<file path="config.mk">
export PLATFORM = sky130hd
export DESIGN_NAME = dec2bin_seq_flat
export DESIGN_NICKNAME = d
export VERILOG_FILES = /design/src/rtl/dec2bin_seq_if.sv /design/src/rtl/dec2bin_seq.sv /design/src/flat_wrapper.sv
export SDC_FILE = /design/constraint.sdc
export NUM_CORES = 1
export LEC_CHECK = 0
export ABC_AREA = 1
export BUFFER_PORTS_ARGS = -buffer_cell sky130_fd_sc_hd__buf_2
export CORE_UTILIZATION = 54
export CTS_BUF_LIST = sky130_fd_sc_hd__clkbuf_8
export CTS_CLUSTER_SIZE = 14
export DETAILED_ROUTE_END_ITERATION = 7
export PLACE_DENSITY = 0.78
export SYNTH_ARGS = -nofsm -noshare
export SYNTH_HDL_FRONTEND = slang
export SYNTH_SLANG_ARGS = --single-unit
</file>
<file path="constraint.sdc">
create_clock -name clk -period 1.9 [get_ports clk]
set_input_delay 0.285 -clock clk [delete_from_list [all_inputs] [get_ports clk]]
set_output_delay 0.285 -clock clk [all_outputs]
set_load 0.02 [all_outputs]
</file>
<file path="src/rtl/dec2bin_seq_if.sv">
// Valid/ready bundle for the packed-BCD to binary converter.
// The source/consumer side uses master; the converter uses slave.
interface dec2bin_seq_if #(
    parameter int DIGITS = 4,
    parameter int BIN_W  = 14
);
    logic [4*DIGITS-1:0] bcd_in;
    logic                in_valid;
    logic                in_ready;
    logic [BIN_W-1:0]    bin_out;
    logic                err;
    logic                out_valid;
    logic                out_ready;

    modport master (
        output bcd_in, in_valid, out_ready,
        input  in_ready, bin_out, err, out_valid
    );

    modport slave (
        input  bcd_in, in_valid, out_ready,
        output in_ready, bin_out, err, out_valid
    );
endinterface

</file>
<file path="src/rtl/dec2bin_seq.sv">
// Sequential packed-BCD to binary converter, one digit per clock, MSD first.
// The result and the non-decimal-digit flag are returned over a valid/ready handshake.
module dec2bin_seq #(
    parameter int DIGITS = 4,
    parameter int BIN_W  = 14
) (
    input  logic          clk,
    input  logic          reset,
    dec2bin_seq_if.slave  bus
);
    localparam int CNT_W = (DIGITS > 1) ? $clog2(DIGITS) : 1;

    typedef enum logic [1:0] {IDLE, CONV, DONE} state_t;

    state_t              state_q, state_d;
    logic [4*DIGITS-1:0] shreg_q, shreg_d;
    logic [BIN_W-1:0]    acc_q, acc_d;
    logic [CNT_W-1:0]    cnt_q, cnt_d;
    logic                errf_q, errf_d;
    logic [BIN_W-1:0]    bin_q, bin_d;
    logic                err_q, err_d;
    logic                ov_q, ov_d;
    logic                ir_q, ir_d;

    logic [3:0]          digit;
    logic [BIN_W+3:0]    acc_wide;
    logic [BIN_W-1:0]    acc_next;
    logic                errf_next;

    // acc*10 + digit as two shifts and an add, with headroom before truncation
    assign digit     = shreg_q[4*DIGITS-1 -: 4];
    assign acc_wide  = ({4'b0000, acc_q} << 3) + ({4'b0000, acc_q} << 1)
                     + {{BIN_W{1'b0}}, digit};
    assign acc_next  = acc_wide[BIN_W-1:0];
    assign errf_next = errf_q | (digit > 4'd9);

    always_comb begin
        state_d = state_q;
        shreg_d = shreg_q;
        acc_d   = acc_q;
        cnt_d   = cnt_q;
        errf_d  = errf_q;
        bin_d   = bin_q;
        err_d   = err_q;
        ov_d    = ov_q;
        ir_d    = ir_q;
        case (state_q)
            IDLE: begin
                ir_d = 1'b1;
                if (ir_q && bus.in_valid) begin
                    shreg_d = bus.bcd_in;
                    acc_d   = '0;
                    cnt_d   = CNT_W'(DIGITS - 1);
                    errf_d  = 1'b0;
                    ir_d    = 1'b0;
                    state_d = CONV;
                end
            end
            CONV: begin
                acc_d   = acc_next;
                errf_d  = errf_next;
                shreg_d = shreg_q << 4;
                if (cnt_q == '0) begin
                    bin_d   = errf_next ? '0 : acc_next;
                    err_d   = errf_next;
                    ov_d    = 1'b1;
                    state_d = DONE;
                end else begin
                    cnt_d = cnt_q - CNT_W'(1);
                end
            end
            DONE: begin
                // Returning to IDLE re-arms in_ready; the accept can only happen one edge later
                if (bus.out_ready) begin
                    ov_d    = 1'b0;
                    ir_d    = 1'b1;
                    state_d = IDLE;
                end
            end
            default: state_d = IDLE;
        endcase
    end

    always_ff @(posedge clk or posedge reset) begin
        if (reset) begin
            state_q <= IDLE;
            shreg_q <= '0;
            acc_q   <= '0;
            cnt_q   <= '0;
            errf_q  <= 1'b0;
            bin_q   <= '0;
            err_q   <= 1'b0;
            ov_q    <= 1'b0;
            ir_q    <= 1'b0;
        end else begin
            state_q <= state_d;
            shreg_q <= shreg_d;
            acc_q   <= acc_d;
            cnt_q   <= cnt_d;
            errf_q  <= errf_d;
            bin_q   <= bin_d;
            err_q   <= err_d;
            ov_q    <= ov_d;
            ir_q    <= ir_d;
        end
    end

    assign bus.in_ready  = ir_q;
    assign bus.bin_out   = bin_q;
    assign bus.err       = err_q;
    assign bus.out_valid = ov_q;
endmodule

</file>
<file path="src/flat_wrapper.sv">
// flat-port wrapper written by rule: the top's interface ports become plain ports
module dec2bin_seq_flat 
#(
    parameter int DIGITS = 4,
    parameter int BIN_W  = 14
)
  (clk, reset, bus_bcd_in, bus_in_valid, bus_out_ready, bus_in_ready, bus_bin_out, bus_err, bus_out_valid);
  dec2bin_seq_if #(.DIGITS(DIGITS), .BIN_W(BIN_W)) bus_i ();
  input  logic clk;
  input  logic reset;
  input wire logic [$bits(bus_i.bcd_in)-1:0] bus_bcd_in;
  input wire logic [$bits(bus_i.in_valid)-1:0] bus_in_valid;
  input wire logic [$bits(bus_i.out_ready)-1:0] bus_out_ready;
  output wire logic [$bits(bus_i.in_ready)-1:0] bus_in_ready;
  output wire logic [$bits(bus_i.bin_out)-1:0] bus_bin_out;
  output wire logic [$bits(bus_i.err)-1:0] bus_err;
  output wire logic [$bits(bus_i.out_valid)-1:0] bus_out_valid;
  assign bus_i.bcd_in = bus_bcd_in;
  assign bus_i.in_valid = bus_in_valid;
  assign bus_i.out_ready = bus_out_ready;
  assign bus_in_ready = bus_i.in_ready;
  assign bus_bin_out = bus_i.bin_out;
  assign bus_err = bus_i.err;
  assign bus_out_valid = bus_i.out_valid;
  dec2bin_seq #(.DIGITS(DIGITS), .BIN_W(BIN_W)) u_core (.clk(clk), .reset(reset), .bus(bus_i));
endmodule
</file>
=== Word-level counts from Yosys, hierarchy flattened ===
Index checks and enable logic that the tools add are counted.

* Output and inout bits: 17
* Bits in registers: 51
* Bits of input ports: 20

* Reduce and logical (&&, ||, !) cells: 12
* Order comparisons: 1
* Bitwise gates (word level): 1
* Eq/ne operators: 6
* Mux-type cells: 20
* Add/sub/neg operators: 3

{| class="wikitable"
|+ Operators with widths
! operator !! number
|-
| one-hot mux 16 bit (2 select lines) || 1
|-
| one-hot mux 13 bit (2 select lines) || 1
|-
| 2-to-1 mux 16 bit || 1
|-
| adder 14 bit || 1
|-
| adder 14 x 4 -> 14 bit || 1
|-
| 2-to-1 mux 14 bit || 1
|-
| 2-to-1 mux 13 bit || 1
|-
| 2-to-1 mux 2 bit || 5
|-
| AND reduction 3 bit || 3
|-
| one-hot mux 1 bit (2 select lines) || 3
|-
| one-hot mux 2 bit (3 select lines) || 1
|-
| AND reduction 2 bit || 3
|-
| nonzero test 2 bit || 3
|-
| 2-to-1 mux 1 bit || 5
|-
| > comparator 4 bit, second input constant || 1
|-
| zero test 2 bit || 2
|-
| != test 2 x 1 -> 1 bit, second input constant || 2
|-
| != test 2 bit, second input constant || 2
|-
| one-hot mux 2 bit (2 select lines) || 1
|-
| equality test 2 x 1 -> 1 bit, second input constant || 1
|-
| equality test 2 bit, second input constant || 1
|-
| subtractor 2 x 1 -> 2 bit, second input constant || 1
|-
| logical AND 1 bit || 1
|-
| bitwise OR 1 bit || 1
|}

=== Logic depth before layout (Yosys ltp) ===
* Depth after elaboration: 3
* Depth in mapped cells: 13

=== Worst setup path after synthesis ===
Ideal clock, no wire load.

* Kind: register to register
* Start point: register u_core.acc_q[0]
* End point: register u_core.acc_q[10]
* Data arrival time: 1.915 ns
* Required time: 1.774 ns
* Period minus slack after synthesis: 2.041 ns
* Buffers on the path: 0
* Library setup time: 0.126 ns
* Cell stages (with the launch flop): 12
* Path slack: -0.141 ns
* Path through: dfrtp_1 inv_1 fa_1 fa_1 inv_1 nand3_1 nand3_1 nand2_1 nand2_1 nand2_1 nand3_1 o21ai_0

* Word-level cells in the longest chain between the ends: 3

{| class="wikitable"
|+ Ends and longest elaborated chain
! element !! RTL line !! source
|-
| start, declared || dec2bin_seq.sv:17 || <nowiki>logic [BIN_W-1:0] acc_q, acc_d;</nowiki>
|-
| start signal, assigned || dec2bin_seq.sv:88 || <nowiki>acc_q <= '0;</nowiki>
|-
| start signal, assigned || dec2bin_seq.sv:98 || <nowiki>acc_q <= acc_d;</nowiki>
|-
| adder 14 bit || dec2bin_seq.sv:32 || <nowiki>assign acc_wide = ({4'b0000, acc_q} << 3) + ({4'b0000, acc_q} << 1)</nowiki>
|-
| adder 14 x 4 -> 14 bit || dec2bin_seq.sv:33 || <nowiki>+ {{BIN_W{1'b0}}, digit};</nowiki>
|-
| one-hot mux 13 bit (2 select lines) || dec2bin_seq.sv:47 || <nowiki>case (state_q)</nowiki>
|}

No other way between the ends.
A chain may end at the register's enable or synchronous reset.

=== Worst setup path in the final report ===
* Start point: register u_core.shreg_q[15]
* End point: register u_core.acc_q[11]

* Word-level cells in the longest chain between the ends: 2

{| class="wikitable"
|+ Ends and longest elaborated chain
! element !! RTL line !! source
|-
| start, declared || dec2bin_seq.sv:16 || <nowiki>logic [4*DIGITS-1:0] shreg_q, shreg_d;</nowiki>
|-
| start signal, assigned || dec2bin_seq.sv:97 || <nowiki>shreg_q <= shreg_d;</nowiki>
|-
| adder 14 x 4 -> 14 bit || dec2bin_seq.sv:33 ||
|-
| one-hot mux 13 bit (2 select lines) || dec2bin_seq.sv:47 ||
|}

No other way between the ends.

==> flow_summary.ini <==
[status]
outcome = finished, violations left
violations = setup timing

[timing]
min_period_over_period_pct = 110
layout_setup_ws_ns = -0.191
layout_min_cycle_time_ns = 2.09
rsz0062_at_grt = yes
setup_viol = 19
fin_skew_ns = 0.00976
maxSlewViolCount = 0
relSlewSlack_pct = 80.9
timing.fmax_ghz = 0.478
worst_pin_slew_ns = 0.286
finalHoldViolations = 0

[clock_tree]
clk_latency_ns = 0.30
holdBufCountCts = 0
cts_made_buffers = 5
ctsRootBufferMaster = clkbuf_8
clk_path_buf_depth = 2
clk_pin_slew_ns = 0.09
cts_tree = yes
h-tree-depth = 2
cts_num_sinks = 51

[yosys]
avgSynthCellArea_sq_um = 8.00
yosys_warnings = 0
ys_ff_latch = 51
synth_area_sq_um = 2900
ys_seq_area_share_pct = 43.9
synth_cells = 363
syn-num-nets = 408
synth_cell_type_count = 27

[routing]
dr.pass1.iters = 4
vias = 2584
drtIter0Drc = 206
route.detailed.drc = 0
ant_nets = 0
wl_per_cell_um = 14.5
wirelength_um = 7090
drt-vias-per-instance = 5.28

[floorplanning]
rows = 26
pin_count = 37
initial_core_util_pct = 56.5
die_h_um = 75.3
dieArea_sq_um = 5680
die_x_um = 75.3
core_area_sq_um = 5140

[setup_path]
startpoint_type = register
arrival_ns = 2.29
critPathMaxFanout = 2
cpMaxStageDelayCell = fa_2
cp_data_required_time_ns = 2.09
cpPeakStageDelay_ns = 0.60
critical_path_buf_inv_count = 2
cp-end-kind = register
critPathTopFamily = adder cells
path_class = register to register
path_cells = inv_2 -> fa_2 -> inv_2 -> ha_4 -> nand2_1 -> nor2_1 -> nand3_1 -> nand3_1 -> nand2_1 -> nand3_1 -> nand2_1

[final_layout]
final_common_cell = nand2_1
fillCellCount = 421
seqCellArea_sq_um = 1280
final_cell_mix = nand2_1, dfrtp_1, inv_1, buf_2, o21ai_0
layout-drive-gt1-share_pct = 26.7
fin_nets = 464
antenna_cells = 0
multiInputGateArea_sq_um = 1550
synthToLayoutAreaGrowth_pct = 23.2
final_util_pct = 69.6

[global_routing]
grt_overflow = 0
grtUsageTotal_pct = 25.2
grt_pass1_vias = 2457
antenna_found_initial = 0
grt_max_degree = 52
grt_pass1_wl_um = 10700

[placed_design]
port_buffers = 36
routabilityCongestion = 0.912
place_ws_ns = -0.130
hpwl_um = 4510

[run]
max_cap_violations = 0

[hold_path]
hp-class = input pin to async pin
-- area by class of cell --
class                           instances  area share (%)
Sequential cell                        51            35.7
Clock buffer                            5            1.92
Clock inverter                          2           0.944
Tap cell                               70            2.45
Inverter                               59            6.26
Multi-Input combinational cell        246            43.2
Timing Repair Buffer                   56            9.58
-- stage by stage --
step | setup TNS, ns | cells | area, sq um | hold slack (ns)
final | -2.53 | 489 | 3580 | 0.00971
after global routing | -4.27 | 489 | 3580 | 0.0419
after CTS | -1.51 | 486 | 3430 | 0.0337
after detailed placement | -1.58 | 476 | 3250 | 0.360
after global placement | -0.780 | 476 | 3250 | 0.348
after floorplan | -0.00786 | 363 | 2920 | 0.392
-- flip-flops by register name, indices dropped and copies added, names as in the netlist --
signal                cells
u_core.state_q            2
u_core.acc_q             13
u_core.shreg_q           16
u_core.bus.bin_out       14
u_core.errf_q             1
u_core.bus.out_valid      1
u_core.bus.err            1
u_core.cnt_q              2
u_core.bus.in_ready       1
-- layer usage --
| metal | share of wire (%) | wire [um] | vias to the layer above | global-route usage (%) |
|---|---|---|---|---|
| met4 | 2.3 | 164 | 0 | 9.05 |
| met1 | 43 | 3070 | 1217 | 32.4 |
| met5 | 0 | 0 | - | 0 |
| met3 | 4.0 | 284 | 20 | 3.84 |
| met2 | 50 | 3570 | 82 | 43.5 |
| li1 | - | - | 1265 | - |
-- final timing paths --
| path | startpoint | to | slack, ns | cells past startpoint |
|---|---|---|---|---|
| worst max-delay path | u_core.shreg_q[15] | u_core.acc_q[11] | -0.19 | 11 |
| worst min-delay path | reset | u_core.bus.bin_out[8] | 0.01 | 3 |
| worst max register to register | u_core.shreg_q[15] | u_core.acc_q[11] | -0.19 | 11 |
| worst min register to register | u_core.bus.bin_out[12] | u_core.bus.bin_out[12] | 0.48 | 2 |
| max in group asynchronous | reset | u_core.bus.err | 1.63 | 3 |
| min in group clk | bus_bcd_in[3] | u_core.shreg_q[3] | 0.19 | 3 |
-- cell families (layout without fill, tap and decap cells) --
kind of cell | after synthesis | count (layout) | share of synthesized area (%)
adder cells (fa/ha/maj) | 25 | 25 | 11.3
AO/OA/AOI/OAI | 57 | 57 | 11.0
AND/OR/NAND/NOR | 160 | 160 | 23.0
buffers and inverters | 66 | 122 | 9.56
flip-flops | 51 | 51 | 43.9
XOR/XNOR | 4 | 4 | 1.21
-- Yosys cell counts, drive strengths merged --
cell type / number / area [sq um]
a21oi: 6 / 30.0
or2: 1 / 6.26
xnor2: 2 / 17.5
o21a: 1 / 7.51
fa: 2 / 40.0
o21ai: 36 / 180
xor2: 2 / 17.5
nor2: 16 / 70.1
buf: 7 / 53.8
dfrtp: 51 / 1280
nand4: 3 / 18.8
a22oi: 1 / 7.51
inv: 59 / 224
ha: 23 / 288
nand2: 117 / 452
nand3: 21 / 105
o211ai: 11 / 82.6
o22ai: 2 / 12.5
nand3b: 2 / 15.0
-- worst min-delay path: stages --
cell and delay (ns):
buf_2 0.10, inv_2 0.06, buf_12 0.25
-- repair_timing --
| item | in CTS | in global routing |
|---|---|---|
| pin swaps | 3 | 10 |
| gates cloned | 0 | 0 |
| setup buffers | 3 | 3 |
| gates resized for setup | 10 | 28 |
| endpoints found under the setup margin | 17 | 19 |
Power is not shown: default switching activity piles up to over one toggle a cycle in this logic, so the estimate is an artifact.
